==> src/rtl/imem_pkg.sv <==
// Shared types and defaults for the instruction-memory port arbiter.
// The slot owner records which requester the single pending response belongs to.
package imem_pkg;

  localparam int N_DEF        = 32;
  localparam int ADDR_W_DEF   = 6;
  localparam int MAX_WAIT_DEF = 4;
  localparam int WAIT_W       = 4;

  typedef enum logic [1:0] {
    OWN_NONE = 2'd0,
    OWN_F    = 2'd1,
    OWN_D    = 2'd2
  } slot_owner_t;

endpackage

==> src/rtl/imem_resp_slot.sv <==
// Single-entry response slot: tracks which port owns the pending response and
// holds its data stable from the second cycle onward until the consumer accepts.
module imem_resp_slot
  import imem_pkg::*;
#(
  parameter int N = N_DEF
) (
  input  logic         clk,
  input  logic         reset,
  input  logic         accept_f,
  input  logic         accept_d,
  input  logic         accept_we,
  input  logic         f_rsp_ready,
  input  logic         d_rsp_ready,
  input  logic [N-1:0] mem_rdata,
  output logic         f_rsp_valid,
  output logic [N-1:0] f_rsp_data,
  output logic         d_rsp_valid,
  output logic [N-1:0] d_rsp_data,
  output logic         slot_free
);

  slot_owner_t  owner_r;
  logic         first_r;
  logic         wr_r;
  logic [N-1:0] hold_r;
  logic [N-1:0] cur_data_s;
  logic         slot_free_s;

  // Response data selection and slot-free decode
  always_comb begin
    cur_data_s  = {N{1'b0}};
    slot_free_s = 1'b1;
    if (first_r) begin
      cur_data_s = wr_r ? {N{1'b0}} : mem_rdata;
    end else begin
      cur_data_s = hold_r;
    end
    case (owner_r)
      OWN_NONE: slot_free_s = 1'b1;
      OWN_F:    slot_free_s = f_rsp_ready;
      OWN_D:    slot_free_s = d_rsp_ready;
      default:  slot_free_s = 1'b1;
    endcase
  end

  assign slot_free   = slot_free_s;
  assign f_rsp_valid = (owner_r == OWN_F);
  assign d_rsp_valid = (owner_r == OWN_D);
  assign f_rsp_data  = (owner_r == OWN_F) ? cur_data_s : {N{1'b0}};
  assign d_rsp_data  = (owner_r == OWN_D) ? cur_data_s : {N{1'b0}};

  // Owner, first-cycle flag and hold register; a new accept refills the slot
  always_ff @(posedge clk or posedge reset) begin
    if (reset) begin
      owner_r <= OWN_NONE;
      first_r <= 1'b0;
      wr_r    <= 1'b0;
      hold_r  <= {N{1'b0}};
    end else begin
      if (first_r) begin
        hold_r <= cur_data_s;
      end
      if (accept_f) begin
        owner_r <= OWN_F;
        first_r <= 1'b1;
        wr_r    <= 1'b0;
      end else if (accept_d) begin
        owner_r <= OWN_D;
        first_r <= 1'b1;
        wr_r    <= accept_we;
      end else if (slot_free_s) begin
        owner_r <= OWN_NONE;
        first_r <= 1'b0;
        wr_r    <= 1'b0;
      end else begin
        first_r <= 1'b0;
      end
    end
  end

endmodule

==> src/rtl/imem_port_arbiter.sv <==
// Shares the single imem port between fetch (F) and debug/loader (D): fixed
// priority to F, with a wait counter that forces a D grant after MAX_WAIT losses.
module imem_port_arbiter
  import imem_pkg::*;
#(
  parameter int N        = N_DEF,
  parameter int ADDR_W   = ADDR_W_DEF,
  parameter int MAX_WAIT = MAX_WAIT_DEF
) (
  input  logic              clk,
  input  logic              reset,
  input  logic              f_req_valid,
  output logic              f_req_ready,
  input  logic [ADDR_W-1:0] f_req_addr,
  output logic              f_rsp_valid,
  input  logic              f_rsp_ready,
  output logic [N-1:0]      f_rsp_data,
  input  logic              d_req_valid,
  output logic              d_req_ready,
  input  logic [ADDR_W-1:0] d_req_addr,
  input  logic              d_req_we,
  input  logic [N-1:0]      d_req_wdata,
  output logic              d_rsp_valid,
  input  logic              d_rsp_ready,
  output logic [N-1:0]      d_rsp_data,
  output logic [ADDR_W-1:0] mem_addr,
  output logic              mem_we,
  output logic [N-1:0]      mem_wdata,
  input  logic [N-1:0]      mem_rdata,
  output logic              grant_d
);

  localparam logic [WAIT_W-1:0] WAIT_MAX = WAIT_W'(MAX_WAIT);

  logic [WAIT_W-1:0] wait_r;
  logic [ADDR_W-1:0] last_addr_r;
  logic [ADDR_W-1:0] mem_addr_s;
  logic              slot_free_s;
  logic              grant_f_s;
  logic              grant_d_s;

  // Arbitration and memory-port drive; the port idles on its last address
  always_comb begin
    grant_f_s  = 1'b0;
    grant_d_s  = 1'b0;
    mem_addr_s = last_addr_r;
    if (!reset && slot_free_s) begin
      if (d_req_valid && ((wait_r == WAIT_MAX) || !f_req_valid)) begin
        grant_d_s = 1'b1;
      end else if (f_req_valid) begin
        grant_f_s = 1'b1;
      end else begin
        grant_d_s = 1'b0;
      end
    end else begin
      grant_f_s = 1'b0;
    end
    if (grant_d_s) begin
      mem_addr_s = d_req_addr;
    end else if (grant_f_s) begin
      mem_addr_s = f_req_addr;
    end else begin
      mem_addr_s = last_addr_r;
    end
  end

  assign f_req_ready = grant_f_s;
  assign d_req_ready = grant_d_s;
  assign grant_d     = grant_d_s;
  assign mem_addr    = mem_addr_s;
  assign mem_we      = grant_d_s & d_req_we;
  assign mem_wdata   = grant_d_s ? d_req_wdata : {N{1'b0}};

  // Starvation counter and idle-address register
  always_ff @(posedge clk or posedge reset) begin
    if (reset) begin
      wait_r      <= {WAIT_W{1'b0}};
      last_addr_r <= {ADDR_W{1'b0}};
    end else begin
      last_addr_r <= mem_addr_s;
      if (grant_d_s) begin
        wait_r <= {WAIT_W{1'b0}};
      end else if (grant_f_s && d_req_valid && (wait_r != WAIT_MAX)) begin
        wait_r <= wait_r + {{(WAIT_W-1){1'b0}}, 1'b1};
      end
    end
  end

  imem_resp_slot #(.N(N)) u_slot (
    .clk         (clk),
    .reset       (reset),
    .accept_f    (grant_f_s),
    .accept_d    (grant_d_s),
    .accept_we   (d_req_we),
    .f_rsp_ready (f_rsp_ready),
    .d_rsp_ready (d_rsp_ready),
    .mem_rdata   (mem_rdata),
    .f_rsp_valid (f_rsp_valid),
    .f_rsp_data  (f_rsp_data),
    .d_rsp_valid (d_rsp_valid),
    .d_rsp_data  (d_rsp_data),
    .slot_free   (slot_free_s)
  );

endmodule

==> config.mk <==
export PLATFORM = sky130hd
export DESIGN_NAME = imem_port_arbiter
export DESIGN_NICKNAME = d
export VERILOG_FILES = /design/src/rtl/imem_pkg.sv /design/src/rtl/imem_resp_slot.sv /design/src/rtl/imem_port_arbiter.sv
export SDC_FILE = /design/constraint.sdc
export NUM_CORES = 1
export LEC_CHECK = 0
export ABC_AREA = 1
export CAP_MARGIN = 20
export CORE_AREA = 3 3 97 108
export CTS_CLUSTER_DIAMETER = 50
export DETAILED_ROUTE_END_ITERATION = 12
export DIE_AREA = 0 0 100 111
export GPL_TIMING_DRIVEN = 0
export MAX_ROUTING_LAYER = met4
export PLACE_DENSITY = 0.69
export SETUP_SLACK_MARGIN = 0.02
export SYNTH_ARGS = -nofsm -noshare
export SYNTH_HDL_FRONTEND = slang
export SYNTH_SLANG_ARGS = --single-unit
==> constraint.sdc <==
create_clock -name clk -period 7.5 [get_ports clk]
set_input_delay 1.5 -clock clk [delete_from_list [all_inputs] [get_ports clk]]
set_output_delay 1.5 -clock clk [all_outputs]
set_load 0.01 [all_outputs]
# Yosys cells after proc, flatten, opt, wreduce, memory -nomap -nowiden
# Index checks and enable logic that the tools add are counted.
# classes
add_sub_neg	1
muxes	23
bitwise_logic	1
n_reduce_logical	9
n_eq_ne	4
# op_table
operator	count
$mux W32	5
$mux W6	2
$mux W1	10
$mux W4	2
$mux W2	3
$add A4 B1 Y4 const B	1
$eq A4 B3 Y1 const B	1
$logic_and A1 B1 Y1	4
$ne A4 B3 Y1 const B	1
$reduce_bool A3 Y1	1
$eq A2 B1 Y1 const B	1
$eq A2 B2 Y1 const B	1
$logic_not A1 Y1	2
$pmux W1 S2	1
$reduce_bool A2 Y1	1
$and A1 B1 Y1	1
$logic_or A1 B1 Y1	1
# word_totals
elab_cells	44
out_inout_bits	108
reg_bits	46

# Logic depth before layout (Yosys ltp)
# Gate-level depths: netlist of run 1.
# depth
depth_word	9
mapped_depth	10

# Cells and area by module
# A second synthesis of run 1 with hierarchy kept.
# hier_totals
hier_cells	393
area_unflattened_um2	2972.9
# modules_own_cells
mod	seq_area_each_um2	n_inst	area_each_um2	cells_per_inst
imem_resp_slot	900.9	1	2044.5	235
imem_port_arbiter	250.2	1	928.4	158

# Worst setup path before layout of run 1
# Ideal clock, no wire load.
# synth_path
kind	input -> output
from	input port reset
to	output port mem_wdata[0]
n_path_buf	1
stages	6
t_arrival_ns	3.373
required_time_ns	6.000
setup_slack_ns	2.627
path_cell_list	inv_1 > nand2_2 > nor2_8 > inv_4 > buf_6 > nor2_1
# synth_between
elab_chain_cells	4
# synth_lines
element	line	source
from (decl)	imem_port_arbiter.sv:11	input logic reset,
$logic_not A1 Y1 (no source line)	n/a	
$logic_and A1 B1 Y1	imem_port_arbiter.sv:47	if (!reset && slot_free_s) begin
$mux W1	imem_port_arbiter.sv:47	
named net d_req_ready	imem_port_arbiter.sv:19	output logic d_req_ready,
$mux W32	imem_port_arbiter.sv:72	assign mem_wdata = grant_d_s ? d_req_wdata : {N{1'b0}};
to (decl)	imem_port_arbiter.sv:28	output logic [N-1:0] mem_wdata,
# The timed path passes the listed nets, and every way through them passes these cells.

# Final worst setup path of run 1
# layout_path
from	input port reset
to	output port mem_addr[0]
# layout_between
elab_chain_cells	5
word_cells_on_any_way	6
classes_between	mux (4); reduce/logical (2)
# layout_lines
element	line	source
$logic_not A1 Y1 (no source line) *	n/a	
$logic_and A1 B1 Y1 *	imem_port_arbiter.sv:47	
$mux W1	imem_port_arbiter.sv:47	
$mux W6	imem_port_arbiter.sv:60	end else if (grant_f_s) begin
$mux W6 *	imem_port_arbiter.sv:58	if (grant_d_s) begin
to (decl)	imem_port_arbiter.sv:26	output logic [ADDR_W-1:0] mem_addr,
# Every way passes the cells marked *; elsewhere a longest branch is shown, timed or not.

==> results of run 1 <==
[critical path: stages]
cell	delay (ps)
clkdlybuf4s50_1	420
inv_2	290
nand2_2	180
inv_1	230
nand2_2	170
nand2_1	110
nand3_2	50
nand2_1	90
clkdlybuf4s50_1	560
[worst max path at each step]
stage	start	endpoint	slack (ps)
3_5_place_dp	reset	mem_addr[0]	2320
5_1_grt	reset	mem_addr[0]	2190
6_report	reset	mem_addr[0]	2400
2_1_floorplan	reset	mem_wdata[0]	2630
3_3_place_gp	reset	mem_addr[0]	1020
4_1_cts	reset	mem_addr[0]	2310
[kinds of logic (layout without fill, tap and decap cells)]
| group | Yosys count | count (layout) | synth area share (%) |
|---|---|---|---|
| flops | 46 | 46 | 40.8 |
| compound gates | 37 | 37 | 8.25 |
| simple gates | 151 | 151 | 23.1 |
| buf+inv | 177 | 375 | 25.0 |
| fa+ha+maj | 5 | 5 | 2.22 |
| xor+xnor | 2 | 2 | 0.621 |
[state kept, by name, summed over array words and instances (netlist names)]
name            count
wait_r              4
u_slot.hold_r      32
u_slot.owner_r      2
last_addr_r         6
u_slot.first_r      1
u_slot.wr_r         1
[per-layer routing]
metal | up-vias | part of all wire, % | GRT usage [%]
met5 | - | 0 | -
met4 | 0 | 0.76 | 2.34
met3 | 9 | 5.1 | 2.52
met2 | 92 | 50 | 28.4
met1 | 1328 | 44 | 21.7
li1 | 1570 | - | -
[through the flow]
stage | instances | setup WS, ps | area [µm²] | power (mW)
final | 733 | 2400 | 4970 | 1.37
after CTS | 733 | 2310 | 4970 | 1.39
after global routing | 733 | 2190 | 4970 | 1.50
after detailed placement | 726 | 2320 | 4890 | 1.24
after floorplan | 418 | 2630 | 2820 | 0.853
after global placement | 725 | 1020 | 4870 | 1.22
[power groups by stage]
stage | Clock (mW) | Combinational, mW | Sequential, mW
after CTS | 0.150 | 0.840 | 0.397
after global placement | 0 | 0.819 | 0.398
after global routing | 0.162 | 0.927 | 0.408
final | 0.143 | 0.829 | 0.398
after detailed placement | 0 | 0.835 | 0.403
after floorplan | 0 | 0.460 | 0.393
[cell type report]
type	count	area [µm²]
fillers	935	4430
repair buffers	191	1920
flip-flops and latches	46	1150
multi-input cells	195	963
inverters	159	599
well taps	117	146
plain buffers	18	106
clock buffers	5	68.8
clock inverters	2	10.0
[cell usage in the layout (no fill, tap or decap), types with 3 or more instances in the layout]
cell type and count:
nor2_1 100, inv_1 157, clkdlybuf4s50_1 190, dfrtp_1 46, clkbuf_1 9, nand3_1 12
nand3_2 6, o22ai_1 32, o21ai_0 4, clkbuf_8 5, buf_2 4, buf_6 4
nand2_2 3, nand2_1 28, ha_1 5
==> metrics.log, run 1 <==
[metrics] outcome: complete, no violations
[metrics] f_max: ~200 MHz
[metrics] Starting DRT DRC Count: 79
[metrics] portion of synthesized cell area occupied by the leading cell type: 40.8%
[metrics] part of the Yosys area used for sequential elements: 40.8%
[metrics] period utilisation layout: 68.1%
[metrics] leak pwr: 2.53 nW
[metrics] count of standard-cell rows: 37
[metrics] worst min-delay path category: reg -> reg
[metrics] gp weighted congestion: around 0.86
[metrics] drt first pass iters: 6
[metrics] layout cell share with drive strength beyond 1: 5.03%
[metrics] antenna-violating nets left: 0
[metrics] TritonCTS clock tree: built
[metrics] number of buffers inserted during clock tree synthesis: 5
[metrics] final clock skew: ~9.4 ps
[metrics] post-detailed-placement half-perimeter wirelength: between 7000 and 8000 µm
[metrics] number of buffers inserted by post-CTS setup repair: 0
[metrics] Cell Area, Synth: around 2800 µm²
[metrics] total global routing track utilization: 16.8%
[metrics] worst path arrival time: 3600 ps
[metrics] number of hold-repair buffers added at the cts stage: 0
[metrics] clock network latency to the later pin of the worst-skew pair: 290 ps
[metrics] internal power summed over all cells: 0.807 mW
[metrics] commonest cells in the netlist: inv_1, nor2_1, dfrtp_1
[metrics] clock tree root driver cell: clkbuf_8
[metrics] worst hold stages: 2
[metrics] fraction of synthesis flops using an asynchronous set or reset pin: 100%
[metrics] clock sinks: 46
[metrics] origin of the critical flop-to-flop path: u_slot.owner_r[0]
[metrics] path type of the worst setup path: in -> out
[metrics] remaining global-route overflow: 0
[metrics] overall die width: ~100 µm
[metrics] DRT Wirelength: 9170 µm
[metrics] mean post-synth cell area: 6.75 µm²
[metrics] biggest area consumer among synthesized cells: dfrtp_1
[metrics] die area: around 11,000 µm²
[metrics] I/O pins: between 150 and 200
[metrics] initial antenna violation count: 0
[metrics] die height: 111 µm
[metrics] DR WL/cell: 12.5 µm
[metrics] # resized after CTS: 0
[metrics] flip-flop cell with the highest count after synthesis: dfrtp_1
[metrics] part of the power in the clock network: a little over a tenth
[metrics] max-cap violation count: 0
[metrics] number of hold violations in the final report: 0
[metrics] number of flops mapped to enable cells by yosys: 0
[metrics] wire length of the first global-routing pass: 14,900 µm
[metrics] Port Buffers: 190
[metrics] DRC violation count after routing: 0
[metrics] areal power density over the cells: 276 nW/µm²
[metrics] sort of element at the end of the critical path: output port
[metrics] final antenna diode count: 0
[metrics] peak fanout along the critical path: 15
[metrics] Via Count: 2,999
[metrics] Slew Viols, Final: 0
[metrics] capture point of the worst reg-to-reg path: last_addr_r[0]
[metrics] cells taking the most area after synthesis: dfrtp_1, inv_1, nor2_1
[metrics] reg-to-reg setup timing slack: 5720 ps
[metrics] Syn-to-layout area delta: 76.1%
[metrics] standard cell core area: ~9400 µm²
[metrics] vias in the first global route: 2,936
[metrics] Critical Path Source Type: primary input
[metrics] Netlist cell types: 19
[metrics] Worst Reg-to-Reg Cells: 10
[metrics] Seq pwr share: 29.0%
[metrics] startpoint of the tightest hold check path: u_slot.hold_r[19]
[metrics] net switching power of the design: 0.562 mW
[metrics] largest net degree at the start of global routing: 34
[metrics] deepest level of the CTS H-tree: 2
[metrics] setup repair after global routing missed its margin: false
[metrics] Endpoint, Worst Hold: u_slot.hold_r[19]
[metrics] total number of nets in the final design: 704
[metrics] final setup vio count: 0
[metrics] peak supply drop: 0.121 mV
[metrics] Switching Fraction: approximately 41%
[metrics] logic gate share of total power: 60.5%
[metrics] post-layout utilization of the core: 52.9%
[metrics] final sum of negative setup slack: 0 ps
[metrics] worst rel slew slack: 65.7%
[metrics] Post-Synthesis Cells: 418
[metrics] via-per-instance ratio: roughly 4.1
[metrics] tightest hold margin: between 500 and 600 ps
[metrics] initial core utilization: 30.0%
[metrics] minimum period implied by the final worst setup slack: 5100 ps
[metrics] flops & latches, synth: 46
[metrics] most common cell in the netlist: inv_1
[metrics] net count after synthesis: 506
[metrics] clock slew at reported path FFs: 90 ps
[metrics] worst-case clock buffer depth: 2
[metrics] synthesis warning total: 0
[metrics] worst slew pin tran: 515 ps
[metrics] required time of the critical path: 6000 ps
(Power assumes the default switching activity.)
==> run 2, diff against run 1 <==
PLACE_DENSITY = 0.71   (was 0.69)
clock period = 4.65 ns   (was 7.5 ns; I/O delays follow)
==> metrics.log, run 2 (synthesis gave the netlist of run 1 again) <==
[metrics] via-per-instance ratio: 4.08
[metrics] path type of the worst setup path: in -> out
[metrics] worst slew pin tran: 527 ps
[metrics] wire length on met1: about 3800 µm
[metrics] origin of the critical flop-to-flop path: u_slot.owner_r[0]
[metrics] leak pwr: 2.55 nW
[metrics] Worst Reg-to-Reg Cells: 10
[metrics] standard cell core area: 9400 µm²
[metrics] layout cell share with drive strength beyond 1: 5.19%
[metrics] # resized after CTS: 0
[metrics] Port Buffers: 190
[metrics] DR WL/cell: 12.2 µm
[metrics] total number of nets in the final design: 704
[metrics] final antenna diode count: 0
[metrics] number of hold violations in the final report: 0
[metrics] drt first pass iters: 4
[metrics] Starting DRT DRC Count: 76
[metrics] worst-case clock buffer depth: 2
[metrics] outcome: complete, no violations
[metrics] uppermost metal layer occupied by signal nets: met4
[metrics] Slew Viols, Final: 0
[metrics] gp weighted congestion: a little over 0.8
[metrics] die height: roughly 110 µm
[metrics] number of buffers inserted by post-CTS setup repair: 0
[metrics] remaining global-route overflow: 0
[metrics] Endpoint, Worst Hold: u_slot.hold_r[4]
[metrics] largest net degree at the start of global routing: 25
[metrics] number of buffers inserted during clock tree synthesis: 5
[metrics] number of hold-repair buffers added at the cts stage: 0
[metrics] required time of the critical path: 3720 ps
[metrics] die area: 11,100 µm²
[metrics] worst hold stages: 2
[metrics] most common cell after layout, fill and taps aside: clkdlybuf4s50_1
[metrics] Syn-to-layout area delta: 77.3%
[metrics] tightest hold margin: 532 ps
[metrics] post-detailed-placement half-perimeter wirelength: 7440 µm
[metrics] worst path setup slack after routing: approximately 380 ps
[metrics] period utilisation layout: ~90%
[metrics] worst rel slew slack: between 60% and 70%
[metrics] final clock skew: 10.5 ps
[metrics] Critical Path Source Type: primary input
[metrics] Via Count: 2,995
[metrics] count of standard-cell rows: 37
[metrics] antenna-violating nets left: 0
[metrics] worst min-delay path category: reg -> reg
[metrics] startpoint of the tightest hold check path: u_slot.hold_r[4]
[metrics] met3 wire len: 475 µm
[metrics] post-layout utilization of the core: 53.2%
[metrics] DRT Wirelength: 8970 µm
[metrics] wire length of the first global-routing pass: 14,700 µm
[metrics] max-cap violation count: 0
[metrics] sum of met2 wire segment lengths after detailed routing: about 4600 µm
[metrics] clock tree root driver cell: clkbuf_8
[metrics] worst path arrival time: ~3300 ps
[metrics] DRC violation count after routing: 0
[metrics] TritonCTS clock tree: built
[metrics] final setup vio count: 0
[metrics] minimum period implied by the final worst setup slack: 4270 ps
[metrics] cell count after placement: a little over 700
[metrics] initial core utilization: 30.0%
[metrics] areal power density over the cells: 454 nW/µm²
[metrics] capture point of the worst reg-to-reg path: last_addr_r[1]
[metrics] Largest Register: u_slot.hold_r
[metrics] peak fanout along the critical path: 24
[metrics] largest registers: u_slot.hold_r (32), last_addr_r (6), wait_r (4)
[metrics] clock network latency to the later pin of the worst-skew pair: around 300 ps
[metrics] sort of element at the end of the critical path: output port
[metrics] worst setup slack before clock tree synthesis: 312 ps
[metrics] vias in the first global route: approximately 3.0k
[metrics] clock slew at reported path FFs: roughly 80 ps
[metrics] Largest register FFs: 32
[metrics] overall die width: 100 µm
[metrics] deepest level of the CTS H-tree: 2
[metrics] f_max: 234 MHz
[metrics] reg-to-reg setup timing slack: 2870 ps
[metrics] I/O pins: 191
[metrics] most frequent cells in the layout: clkdlybuf4s50_1, inv_1, nor2_1
[metrics] initial antenna violation count: 0
[metrics] # fillers: 934
[metrics] post-layout instance count excluding filler cells: 734
[metrics] total global routing track utilization: 16.5%
[metrics] clock sinks: 46
[metrics] setup repair after global routing missed its margin: false
[metrics] peak supply drop: roughly 0.18 mV
-- run 2: layout make-up --
| cell class | instances | area, µm² | share of cell area (%) |
|---|---|---|---|
| well taps | 117 | 146 | 2.93 |
| clock buffers | 5 | 68.8 | 1.38 |
| repair buffers | 191 | 1920 | 38.4 |
| clock inverters | 3 | 43.8 | 0.876 |
| multi-input cells | 195 | 963 | 19.3 |
| plain buffers | 18 | 106 | 2.13 |
| flip-flops and latches | 46 | 1150 | 23.0 |
| inverters | 159 | 599 | 12.0 |
-- run 2: where the power goes --
part	leakage [nW]	switching, mW	internal, mW
clock	0.0585	0.139	0.161
combinational	1.92	0.715	0.617
sequential	0.571	0.0578	0.583
total	2.55	0.912	1.36
-- run 2: routing by layer --
metal	vias up	track usage, %
met5	-	-
met4	0	3.05
met3	9	2.71
met2	93	28.5
met1	1328	20.5
li1	1565	-
-- run 2: worst max-delay path: stages --
cell and delay (ps):
clkdlybuf4s50_1 410, inv_2 400, buf_12 250, nand2_2 130
inv_1 200, nand2_2 180, nand2_1 120, nand3_2 50
nand2_1 90, clkdlybuf4s50_1 570
-- run 2: worst max-delay path by stage --
stage | from | to | slack (ps) | cells after the start
after detailed placement | reset | mem_addr[1] | 310 | 10
after global routing | reset | mem_addr[1] | 110 | 10
final | reset | mem_addr[1] | 380 | 10
after floorplan | reset | mem_wdata[0] | 920 | 6
after CTS | reset | mem_addr[1] | 310 | 10
after global placement | reset | mem_addr[1] | -600 | 9
-- run 2: metrics by stage --
stage	instance area, µm²	TNS, ps	total power [mW]
6_report	5000	0	2.27
3_3_place_gp	4870	-20140	1.96
5_1_grt	5000	0	2.47
4_1_cts	5000	0	2.30
3_5_place_dp	4890	0	1.99
2_1_floorplan	2820	0	1.38
==> run 3, diff against run 2 <==
SKIP_CTS_REPAIR_TIMING = 1   (was not set)
==> results of run 3 <==
The final DEF is identical to that of run 2; final timing and power are the same.
